$ cat src/rtl/mux_nway_arb.sv
// rtl/mux_nway_arb.sv - N-way channel mux with fixed-select or round-robin grant into a one-word output register.
module mux_nway_arb #(
    parameter  int WIDTH    = 16,
    parameter  int CHANNELS = 8,
    localparam int SEL_W    = $clog2(CHANNELS)
) (
    input  logic                      clk,
    input  logic                      reset,
    input  logic [CHANNELS*WIDTH-1:0] in_data,
    input  logic [CHANNELS-1:0]       in_valid,
    output logic [CHANNELS-1:0]       in_ready,
    input  logic                      mode,
    input  logic [SEL_W-1:0]          sel,
    output logic [WIDTH-1:0]          out_data,
    output logic [SEL_W-1:0]          out_chan,
    output logic                      out_valid,
    input  logic                      out_ready
);

    localparam logic [SEL_W:0] CHAN_LIM = (SEL_W+1)'(CHANNELS);

    logic [WIDTH-1:0] out_data_q, out_data_d;
    logic [SEL_W-1:0] out_chan_q, out_chan_d;
    logic             out_valid_q, out_valid_d;
    logic [SEL_W-1:0] rr_ptr_q, rr_ptr_d;

    logic             can_load;
    logic             grant_valid;
    logic [SEL_W-1:0] grant_idx;
    logic             rr_found;
    logic [SEL_W-1:0] rr_idx;
    logic [SEL_W:0]   cand;
    logic [SEL_W:0]   ptr_inc;
    logic [WIDTH-1:0] gnt_data;
    logic             gnt_in_valid;
    logic             transfer;

    assign can_load = !out_valid_q || out_ready;

    // Round-robin search walks upward from rr_ptr and wraps at CHANNELS, not at 2**SEL_W.
    always_comb begin
        rr_found = 1'b0;
        rr_idx   = '0;
        cand     = '0;
        for (int k = 0; k < CHANNELS; k++) begin
            cand = {1'b0, rr_ptr_q} + (SEL_W+1)'(k);
            if (cand >= CHAN_LIM) begin
                cand = cand - CHAN_LIM;
            end
            if (!rr_found && in_valid[cand[SEL_W-1:0]]) begin
                rr_found = 1'b1;
                rr_idx   = cand[SEL_W-1:0];
            end
        end
    end

    always_comb begin
        if (mode) begin
            grant_valid = rr_found;
            grant_idx   = rr_idx;
        end else begin
            grant_valid = ({1'b0, sel} < CHAN_LIM);
            grant_idx   = sel;
        end
    end

    always_comb begin
        gnt_data     = '0;
        gnt_in_valid = 1'b0;
        in_ready     = '0;
        for (int i = 0; i < CHANNELS; i++) begin
            if (grant_valid && (grant_idx == SEL_W'(i))) begin
                gnt_data     = in_data[i*WIDTH +: WIDTH];
                gnt_in_valid = in_valid[i];
                in_ready[i]  = can_load && !reset;
            end
        end
    end

    assign transfer = grant_valid && gnt_in_valid && can_load && !reset;

    always_comb begin
        out_data_d  = out_data_q;
        out_chan_d  = out_chan_q;
        out_valid_d = out_valid_q;
        rr_ptr_d    = rr_ptr_q;
        ptr_inc     = {1'b0, grant_idx} + 1'b1;
        if (transfer) begin
            out_data_d  = gnt_data;
            out_chan_d  = grant_idx;
            out_valid_d = 1'b1;
            if (mode) begin
                rr_ptr_d = (ptr_inc == CHAN_LIM) ? '0 : ptr_inc[SEL_W-1:0];
            end
        end else if (out_ready) begin
            out_valid_d = 1'b0;
        end
    end

    always_ff @(posedge clk) begin
        if (reset) begin
            out_data_q  <= '0;
            out_chan_q  <= '0;
            out_valid_q <= 1'b0;
            rr_ptr_q    <= '0;
        end else begin
            out_data_q  <= out_data_d;
            out_chan_q  <= out_chan_d;
            out_valid_q <= out_valid_d;
            rr_ptr_q    <= rr_ptr_d;
        end
    end

    assign out_data  = out_data_q;
    assign out_chan  = out_chan_q;
    assign out_valid = out_valid_q;

endmodule
$ cat config.mk
export PLATFORM = sky130hd
export DESIGN_NAME = mux_nway_arb
export DESIGN_NICKNAME = d
export VERILOG_FILES = /design/src/rtl/mux_nway_arb.sv
export SDC_FILE = /design/constraint.sdc
export NUM_CORES = 1
export LEC_CHECK = 0
export BUFFER_PORTS_ARGS = -buffer_cell sky130_fd_sc_hd__buf_4
export CAP_MARGIN = 20
export CORE_MARGIN = 3
export CORE_UTILIZATION = 45
export CTS_CLUSTER_DIAMETER = 120
export CTS_CLUSTER_SIZE = 28
export DETAILED_ROUTE_END_ITERATION = 12
export PLACE_DENSITY = 0.82
export SLEW_MARGIN = 5
export SYNTH_ARGS = -nofsm -noshare
export SYNTH_HDL_FRONTEND = slang
export SYNTH_SLANG_ARGS = --single-unit
$ cat constraint.sdc
create_clock -name clk -period 7 [get_ports clk]
set_clock_uncertainty 0.05 [all_clocks]
set_input_delay 0.35 -clock clk [delete_from_list [all_inputs] [get_ports clk]]
set_output_delay 0.35 -clock clk [all_outputs]
set_load 0.02 [all_outputs]
==> results of run 1 <==
-- worst paths after layout --
| kind | from | slack [ps] | endpoint |
|---|---|---|---|
| hold reg to reg | out_chan[1] | 420 | out_chan[1] |
| setup / recovery | rr_ptr_q[0] | 1130 | out_data[12] |
| hold / removal | mode | 330 | rr_ptr_q[0] |
| setup reg to reg | rr_ptr_q[0] | 1130 | out_data[12] |
-- worst reg2reg max path, delay by kind of cell (launching register included) --
| family | cells | cell delay (ps) |
|---|---|---|
| buffers and inverters | 2 | 420 |
| and+or+nand+nor | 5 | 1340 |
| AOI/OAI and AO/OA | 5 | 1240 |
| adders and majority gates | 2 | 910 |
| DFF | 1 | 350 |
| muxes | 4 | 1460 |
-- layout make-up --
type                            count  area share
Clock buffer                        4    0.009404
Inverter                           13     0.01071
Multi-Input combinational cell    399      0.5773
Sequential cell                    23     0.09613
Tap cell                           99     0.02586
Timing Repair Buffer              179      0.2806
-- Yosys cell counts, types with 3 or more instances --
cell       number
ha_1            8
a31oi_1         3
or2_2          19
o22ai_1        15
a21oi_1        31
nor4b_1        16
mux4_2          7
a211oi_1        3
nor2b_1        25
clkbuf_1       37
nor3_1          6
and3_1         10
buf_6           5
or3_1           3
nand3_1         4
nor2_1         32
mux2_2          8
nand2_1        53
nor4_1          3
a2111oi_0      18
nand2b_1       21
mux2i_1        22
o21ai_0        28
a41o_1         15
dfxtp_1        23
inv_1          11
-- sequential cells by signal, indices dropped and copies added (netlist names) --
register   flops
out_chan       3
out_data      16
out_valid      1
rr_ptr_q       3
-- per-layer routing --
metal,up-vias,GRT usage
li1,2077,-
met1,2069,0.3954
met2,269,0.5092
met3,34,0.08654
met4,0,0.09868
met5,-,0
-- metrics by stage --
| stage | hold WS (ps) | power (uW) | util |
|---|---|---|---|
| after floorplan | 484.1 | 888.8 | - |
| after detailed placement | 411.4 | 1204 | 0.6404 |
| final | 330.7 | 1310 | 0.6465 |
| after CTS | 321.2 | 1296 | 0.6465 |
| after global placement | 418.2 | 1183 | 0.6404 |
| after global routing | 335.7 | 1398 | 0.6465 |
-- report_power, final --
part / leakage (uW) / switching, uW / internal, uW
combinational: 0.00199 / 579 / 416
sequential: 0.000188 / 39.1 / 187
clock: 0.0000228 / 48.8 / 40.8
-- cells by family (layout without fill, tap and decap cells) --
| logic type | count (synthesis) | in the layout |
|---|---|---|
| and+or+nand+nor | 202 | 202 |
| AOI/OAI and AO/OA | 145 | 145 |
| buffers and inverters | 59 | 196 |
| muxes | 40 | 40 |
| DFF | 23 | 23 |
| adders and majority gates | 8 | 8 |
| xor gates and xnor gates | 4 | 4 |
==> flow_summary.yaml, run 1 <==
outcome:
  status: "finished clean"
placed_design:
  place_area_um2: 4745
  port_buffers: 170
  dp.cells: 713
  hpwlAfterDp_mm: 11.28
  place_ws_ps: 1243
  gp_congestion: 0.9665
timing:
  report.final.slew_viol_count: 0
  relSlewSlack: 0.3881
  fmax_ghz: 0.1704
  worstMarginPinSlew_ps: 909.4
  rsz0062_at_grt: "no"
  period_share: 0.8385
  final.setup.worst_slack_ps: 1131
  fin_tns_setup_ps: 0
  hold_viol: 0
  fin_crit_ps: 5869
  setup_viol: 0
yosys:
  ys_ff_latch: 23
  synth_cells: 481
  synth_compound_area_frac: 0.2887
  avgSynthCellArea_um2: 7.263
  syn_area_um2: 3493
  synth_edf_count: 0
  ys_warn_count: 0
  synth_top_cell_by_area: "dfxtp_1"
  synth_top_area_frac: 0.1318
  synthAdderAreaFrac: 0.02865
  async_reset_ff_frac: 0
  ys_types: 67
  ys_seq_area_frac: 0.1318
  synthMuxAreaShare: 0.1465
  ys.flop_type: "dfxtp_1"
  synth_nets: 632
  synth_simple_gate_area_frac: 0.3177
  synth_top_family_by_area: "simple AND/OR/NAND/NOR gates"
  synthTopCellsByArea: "dfxtp_1 13%, mux2i_1 6.3%, nand2_1 5.7%, a2111oi_0 4.5%, mux4_2 4.5%"
  synth_xor_area_frac: 0.01003
detailed_routing:
  drc: 0
  ant_nets: 0
  wl_met2_mm: 6.629
  drt_iter0_markers: 300
  post_drt_wl_per_cell_um: 19.97
  routed_wl_mm: 14.32
  dr_wl_met3_mm: 1.529
  num_vias: 4449
  firstDrtPassIters: 6
  wl_met1_mm: 5.767
  viasPerCell: 6.205
  top_layer: "met4"
finish:
  final_common_cell: "buf_4"
  mostFrequentLayoutCells: "179 x buf_4, 53 x nand2_1, 32 x nor2_1, 31 x a21oi_1, 28 x o21ai_0"
  instances_no_fill: 717
  drive_gt1_frac: 0.3641
  areaGrowthSynthToFinish_pct: 37.11
  fillers: 678
  fin_area_um2: 4790
  fin_nets: 770
  multi_input_area_um2: 2765
  final-seq-area_um2: 460.4
  antennaDiodeCount: 0
cts:
  clkLatencyLatePin_ps: 270
  cts_tree: "done"
  cts_buffers: 3
  hold_buffers: 0
  htreeDepth: 1
  post_cts_resized: 0
  path_clk_slew_ps: 90
  clockBufferDepth: 2
  post_cts_buffers: 0
  cts_sinks: 23
  cts_root_buffer: "clkbuf_8"
die:
  die_y_um: 94.11
  die_area_um2: 8856
  die_x_um: 94.11
  rows: 31
  coreArea_um2: 7408
  ios: 171
  initial_core_util: 0.4715
critical_path:
  worstRegToRegCells: 18
  crit_type: "reg -> reg"
  critPathLaunchType: "register"
  path_buf_inv: 2
  critPathTopFamily: "multiplexers"
  crit_arrival_ps: 5990
  crit_cells: 18
  critical-path-slowest-cell: "ha_1"
  crit_path_end_kind: "register"
  critPathMaxFanout: 34
  required_ps: 7120
  slowest_delay_ps: 660
  critical-path-top-cell-by-count: "ha_1"
  path_cells: "inv_2, ha_1, mux2_2, mux4_2, o32a_1, nand2b_4, or4b_1, a211oi_1, or3_1, ha_1, buf_4, nor2b_1, a221oi_1, o21ai_0, nand2_1, mux2_4, mux2i_1, a41o_1"
flow_run:
  drv_cap: 0
min_path:
  min_path_cells: 2
  hp-class: "in -> reg"
global_route:
  grt_usage: 0.3117
  grt_max_degree: 53
  grt_overflow: 0
  grt_pass1_wl_mm: 21.76
  grt_pass1_vias: 4307
  antenna_found_initial: 0
power_and_ir_drop:
  powerDensity_nw_per_um2: 273.6
  vdd_drop_max_uv: 171.8
  power_leakage_uw: 0.002202
(Power assumes the default switching activity.)
==> run 2: changes to the inputs <==
- ABC_AREA: unset -> 1
- PLACE_DENSITY: 0.82 -> 0.81
- clock period: 7 -> 5.7 ns (I/O delays scaled with it)
==> flow_summary.yaml, run 2 <==
yosys:
  ys_warn_count: 0
  async_reset_ff_frac: 0
  syn_area_um2: 3501
  synth_top_area_frac: 0.1973
  synth_nets: 803
  avgSynthCellArea_um2: 5.369
  ys_ff_latch: 23
  synth_edf_count: 0
  synth_top_cell_by_area: "nand3_1"
  yosys.cell_count.top_type: "nand2_1"
  ys_seq_area_frac: 0.1315
  synthTopCellsByArea: "nand3_1 20%, nand2_1 19%, dfxtp_1 13%, inv_1 7.0%, nor2_1 5.7%"
  yosys-top-cells-count: "175 x nand2_1, 138 x nand3_1, 65 x inv_1"
  ys_types: 40
  ys.flop_type: "dfxtp_1"
  synth_cells: 652
finish:
  antennaDiodeCount: 0
  fin_nets: 944
  areaGrowthSynthToFinish_pct: 37.31
  final_common_cell: "buf_4"
  instances_no_fill: 891
  drive_gt1_frac: 0.3030
  largest_register_ffs: 16
  fillers: 765
  finish.utilization: 0.6489
  mostFrequentLayoutCells: "177 x buf_4, 175 x nand2_1, 138 x nand3_1, 64 x inv_1, 53 x nor2_1"
outcome:
  status: "finished clean"
critical_path:
  crit_arrival_ps: 5130
  crit_type: "reg -> reg"
  r2r-end: "out_chan[0]"
  reg2reg_slack_ps: 690
  critPathMaxFanout: 23
  critPathLaunchType: "register"
  critical-path-slowest-cell: "dfxtp_1"
  crit_path_end_kind: "register"
  regToRegStartpoint: "rr_ptr_q[0]"
  required_ps: 5820
  slowest_delay_ps: 550
  critical-path-top-cell-by-count: "nand2_1"
  worstRegToRegCells: 30
min_path:
  hp-start: "reset"
  holdPathEnd: "out_valid"
  min_path_cells: 2
  hp-class: "in -> reg"
die:
  coreArea_um2: 7408
  ios: 171
  initial_core_util: 0.4726
  die_x_um: 94.20
  rows: 31
  die_area_um2: 8874
  die_y_um: 94.20
cts:
  htreeDepth: 1
  cts_sinks: 23
  cts_buffers: 3
  clockBufferDepth: 2
  clkLatencyLatePin_ps: 270
  post_cts_buffers: 0
  cts_tree: "done"
  path_clk_slew_ps: 90
  cts_root_buffer: "clkbuf_8"
detailed_routing:
  drt_iter0_markers: 275
  firstDrtPassIters: 6
  drc: 0
  num_vias: 4761
  routed_wl_mm: 13.32
  post_drt_wl_per_cell_um: 14.95
  ant_nets: 0
  viasPerCell: 5.343
power_and_ir_drop:
  power.switching_uw: 2144
  clkPwrFrac: 0.031
  vdd_drop_max_uv: 307.5
  p_int_uw: 1308
  power_leakage_uw: 0.002610
  powerDensity_nw_per_um2: 718.1
  combPwrFrac: 0.892
  seqPwrFrac: 0.077
  p_sw_frac: 0.6212
timing:
  report.final.slew_viol_count: 0
  rsz0062_at_grt: "no"
  period_share: 0.8782
  fin_tns_setup_ps: 0
  hold_viol: 0
  fmax_ghz: 0.1998
  worstMarginPinSlew_ps: 686.4
  relSlewSlack: 0.5419
  hold-worst-slack_ps: 111.1
  setup_viol: 0
  fin_crit_ps: 5006
global_route:
  grt_pass1_wl_mm: 20.54
  antenna_found_initial: 0
  grt_usage: 0.2921
  grt_pass1_vias: 4300
  grt_max_degree: 39
  grt_overflow: 0
placed_design:
  dp.cells: 887
  port_buffers: 170
  hpwlAfterDp_mm: 10.68
  gp_congestion: 1.015
flow_run:
  drv_cap: 0
## run 2: changes by cell type after synthesis, moves of 16 or more
cell / delta
nor4b_1: -16
clkbuf_1: -18
a2111oi_0: -18
inv_1: +54
nand2b_1: -21
nand2_1: +122
nand3_1: +134
nor2_1: +21
nor2b_1: -25
mux2i_1: -22
## run 2: power groups by stage
stage               Clock, uW  Sequential [uW]  Combinational, uW
floorplan                   0              285               2400
global placement            0              269               2990
detailed placement          0              269               3030
CTS                       107              266               3040
global route              115              272               3490
finish                    106              267               3080
## run 2: through the flow
| step | instance area (um^2) | setup slack (ps) | power (uW) |
|---|---|---|---|
| 3_3_place_gp | 4748 | 691.9 | 3257 |
| 5_1_grt | 4807 | 89.50 | 3873 |
| 2_1_floorplan | 3501 | 1654 | 2680 |
| 6_report | 4807 | 694.5 | 3452 |
| 4_1_cts | 4793 | 524.1 | 3414 |
| 3_5_place_dp | 4748 | 543.3 | 3303 |
## run 2: final cells by class
cell class              count  area [um^2]  share of cell area
multi-input cells         510         2549              0.5302
repair buffers            177         1329              0.2764
flip-flops and latches     23        460.4             0.09578
inverters                  78        300.3             0.06247
well taps                  99        123.9             0.02577
clock buffers               4        45.04            0.009370
## run 2: repair_timing
| item | 4_1_cts | 5_1_grt |
|---|---|---|
| setup endpoints to repair | 0 | 19 |
| resized for setup | 0 | 3 |
| hold buffers | 0 | 0 |
| hold endpoints to repair | 0 | 0 |
## run 2: how the worst max path moves through the flow
stage,start,to,cells after the start
floorplan,rr_ptr_q[0],out_data[2],33
global placement,rr_ptr_q[0],out_chan[0],25
finish,rr_ptr_q[0],out_chan[0],30
detailed placement,rr_ptr_q[0],out_data[9],25
CTS,rr_ptr_q[0],out_chan[2],26
global route,rr_ptr_q[0],out_chan[2],29
## run 2: critical path: cells and delay by family, from the launching register on
| kind | cells | cell delay, ps |
|---|---|---|
| AND/OR/NAND/NOR | 22 | 2590 |
| flip-flops | 1 | 550 |
| adder cells (fa/ha/maj) | 2 | 680 |
| AO/OA/AOI/OAI | 1 | 180 |
| buffers and inverters | 5 | 850 |
## run 2: layer usage
| layer | wire length, um | global-route usage | up-vias |
|---|---|---|---|
| met4 | 454 | 0.1083 | 0 |
| met2 | 6591 | 0.5142 | 248 |
| li1 | - | - | 2367 |
| met1 | 5252 | 0.3563 | 2112 |
| met5 | 0 | 0 | - |
| met3 | 1024 | 0.04327 | 34 |
## run 2: cell families after synthesis
family,Yosys count,share of synthesized area
and+or+nand+nor,449,0.6097
buffers and inverters,119,0.1433
AOI/OAI and AO/OA,50,0.07935
DFF,23,0.1315
xor gates and xnor gates,3,0.007507
adders and majority gates,8,0.02859
==> run 3: changes to the inputs <==
- CORE_UTILIZATION: 45 -> 48
- MAX_ROUTING_LAYER: unset -> met4
- PLACE_DENSITY: 0.81 -> 0.86
==> flow_summary.yaml, run 3 (synthesis gave the netlist of run 2 again) <==
power_and_ir_drop:
  power_leakage_uw: 0.002614
  vdd_drop_max_uv: 337.8
  total_power_uw: 3533
  powerDensity_nw_per_um2: 737.5
placed_design:
  port_buffers: 170
  gp_congestion: 1.001
  hpwlAfterDp_mm: 10.94
cts:
  cts_buffers: 3
  htreeDepth: 1
  post_cts_buffers: 0
  cts_sinks: 23
  path_clk_slew_ps: 80
  clockBufferDepth: 2
  post_cts_resized: 0
  hold_buffers: 0
  cts_root_buffer: "clkbuf_8"
  cts_tree: "done"
  clkLatencyLatePin_ps: 270
detailed_routing:
  routed_wl_mm: 13.70
  viasPerCell: 5.390
  ant_nets: 0
  firstDrtPassIters: 6
  post_drt_wl_per_cell_um: 15.43
  drc: 0
  drt_iter0_markers: 414
  num_vias: 4786
critical_path:
  slowest_delay_ps: 560
  crit_arrival_ps: 5050
  path_buf_inv: 6
  critPathMaxFanout: 23
  crit_type: "reg -> reg"
  required_ps: 5820
  r2r-end: "out_chan[1]"
  critical-path-top-cell-by-count: "nand2_1"
  worstRegToRegCells: 29
  critical-path-slowest-cell: "dfxtp_1"
  reg2reg_slack_ps: 770
  critPathLaunchType: "register"
  crit_path_end_kind: "register"
  critPathTopFamily: "simple AND/OR/NAND/NOR gates"
  regToRegStartpoint: "rr_ptr_q[0]"
timing:
  report.final.slew_viol_count: 0
  relSlewSlack: 0.5521
  hold_viol: 0
  rsz0062_at_grt: "no"
  period_share: 0.8654
  hold-worst-slack_ps: 116.1
  fin_tns_setup_ps: 0
  setup_viol: 0
  fmax_ghz: 0.2027
  fin_crit_ps: 4933
  worstMarginPinSlew_ps: 671.1
finish:
  final_common_cell: "buf_4"
  largest_register_ffs: 16
  drive_gt1_frac: 0.3030
  fillers: 647
  areaGrowthSynthToFinish_pct: 36.85
  mostFrequentLayoutCells: "177 x buf_4, 175 x nand2_1, 138 x nand3_1, 65 x inv_1, 53 x nor2_1"
  multi_input_area_um2: 2539
  antennaDiodeCount: 0
  fin_nets: 944
  final-seq-area_um2: 460.4
die:
  coreArea_um2: 6944
  die_area_um2: 8354
  ios: 171
  die_x_um: 91.40
  die_y_um: 91.40
  initial_core_util: 0.5041
  rows: 30
min_path:
  hp-start: "reset"
  hp-class: "in -> reg"
  min_path_cells: 2
  holdPathEnd: "out_valid"
global_route:
  grt_overflow: 0
  grt_pass1_vias: 4588
  grt_pass1_wl_mm: 22.01
  antenna_found_initial: 0
  grt_max_degree: 38
  grt_usage: 0.3266
flow_run:
  drv_cap: 0
outcome:
  status: "finished clean"
-- run 3: cell types whose count changed in the layout (fill, tap and decap cells not counted), sizes merged --
cell and delta:
clkbuf -1, clkinv +1, clkinvlp -1, inv +1
-- run 3: worst register-to-register path: cells and delay by family (launching register included) --
| family | cells | cell delay (ps) |
|---|---|---|
| and+or+nand+nor | 18 | 1980 |
| AOI/OAI and AO/OA | 3 | 510 |
| buffers and inverters | 6 | 1020 |
| adders and majority gates | 2 | 720 |
| DFF | 1 | 560 |
-- run 3: area by class of cell --
cell class | count | area share
sequential | 23 | 0.09611
multi-input combinational | 510 | 0.5299
inverter | 78 | 0.06190
tap | 96 | 0.02507
clock inverter | 1 | 0.001045
clock buffer | 3 | 0.008618
timing repair buffer | 177 | 0.2774
-- run 3: worst max-delay path by stage --
stage                      startpoint     endpoint  slack, ps  cells after the start
final                     rr_ptr_q[0]  out_chan[1]        770                     29
after global routing      rr_ptr_q[0]  out_chan[0]        300                     24
after CTS                 rr_ptr_q[0]  out_chan[1]        880                     29
after detailed placement  rr_ptr_q[0]  out_chan[1]        920                     29
after global placement    rr_ptr_q[0]  out_chan[0]        960                     30
after floorplan           rr_ptr_q[0]  out_data[2]       1650                     33
-- run 3: metal layers --
metal,part of all wire,up-vias,global-route usage
met5,0,-,-
met4,0.035,0,0.1168
met3,0.085,46,0.04225
met2,0.50,285,0.5624
met1,0.38,2097,0.3881
li1,-,2358,-
-- run 3: where the power goes --
part	switching, uW	internal, uW
Sequential	54.4	214
Clock	54.1	48.9
Combinational	2110	1050
Total	2220	1320
-- run 3: metrics by stage --
step                      instance area (um^2)  utilization  std cells  setup WS, ps
after floorplan                           3501            -        652          1654
after global placement                    4745       0.6832        884         962.7
after detailed placement                  4745       0.6832        884         923.8
after CTS                                 4791       0.6899        888         882.5
after global routing                      4791       0.6899        888         304.0
final                                     4791       0.6899        888         767.1
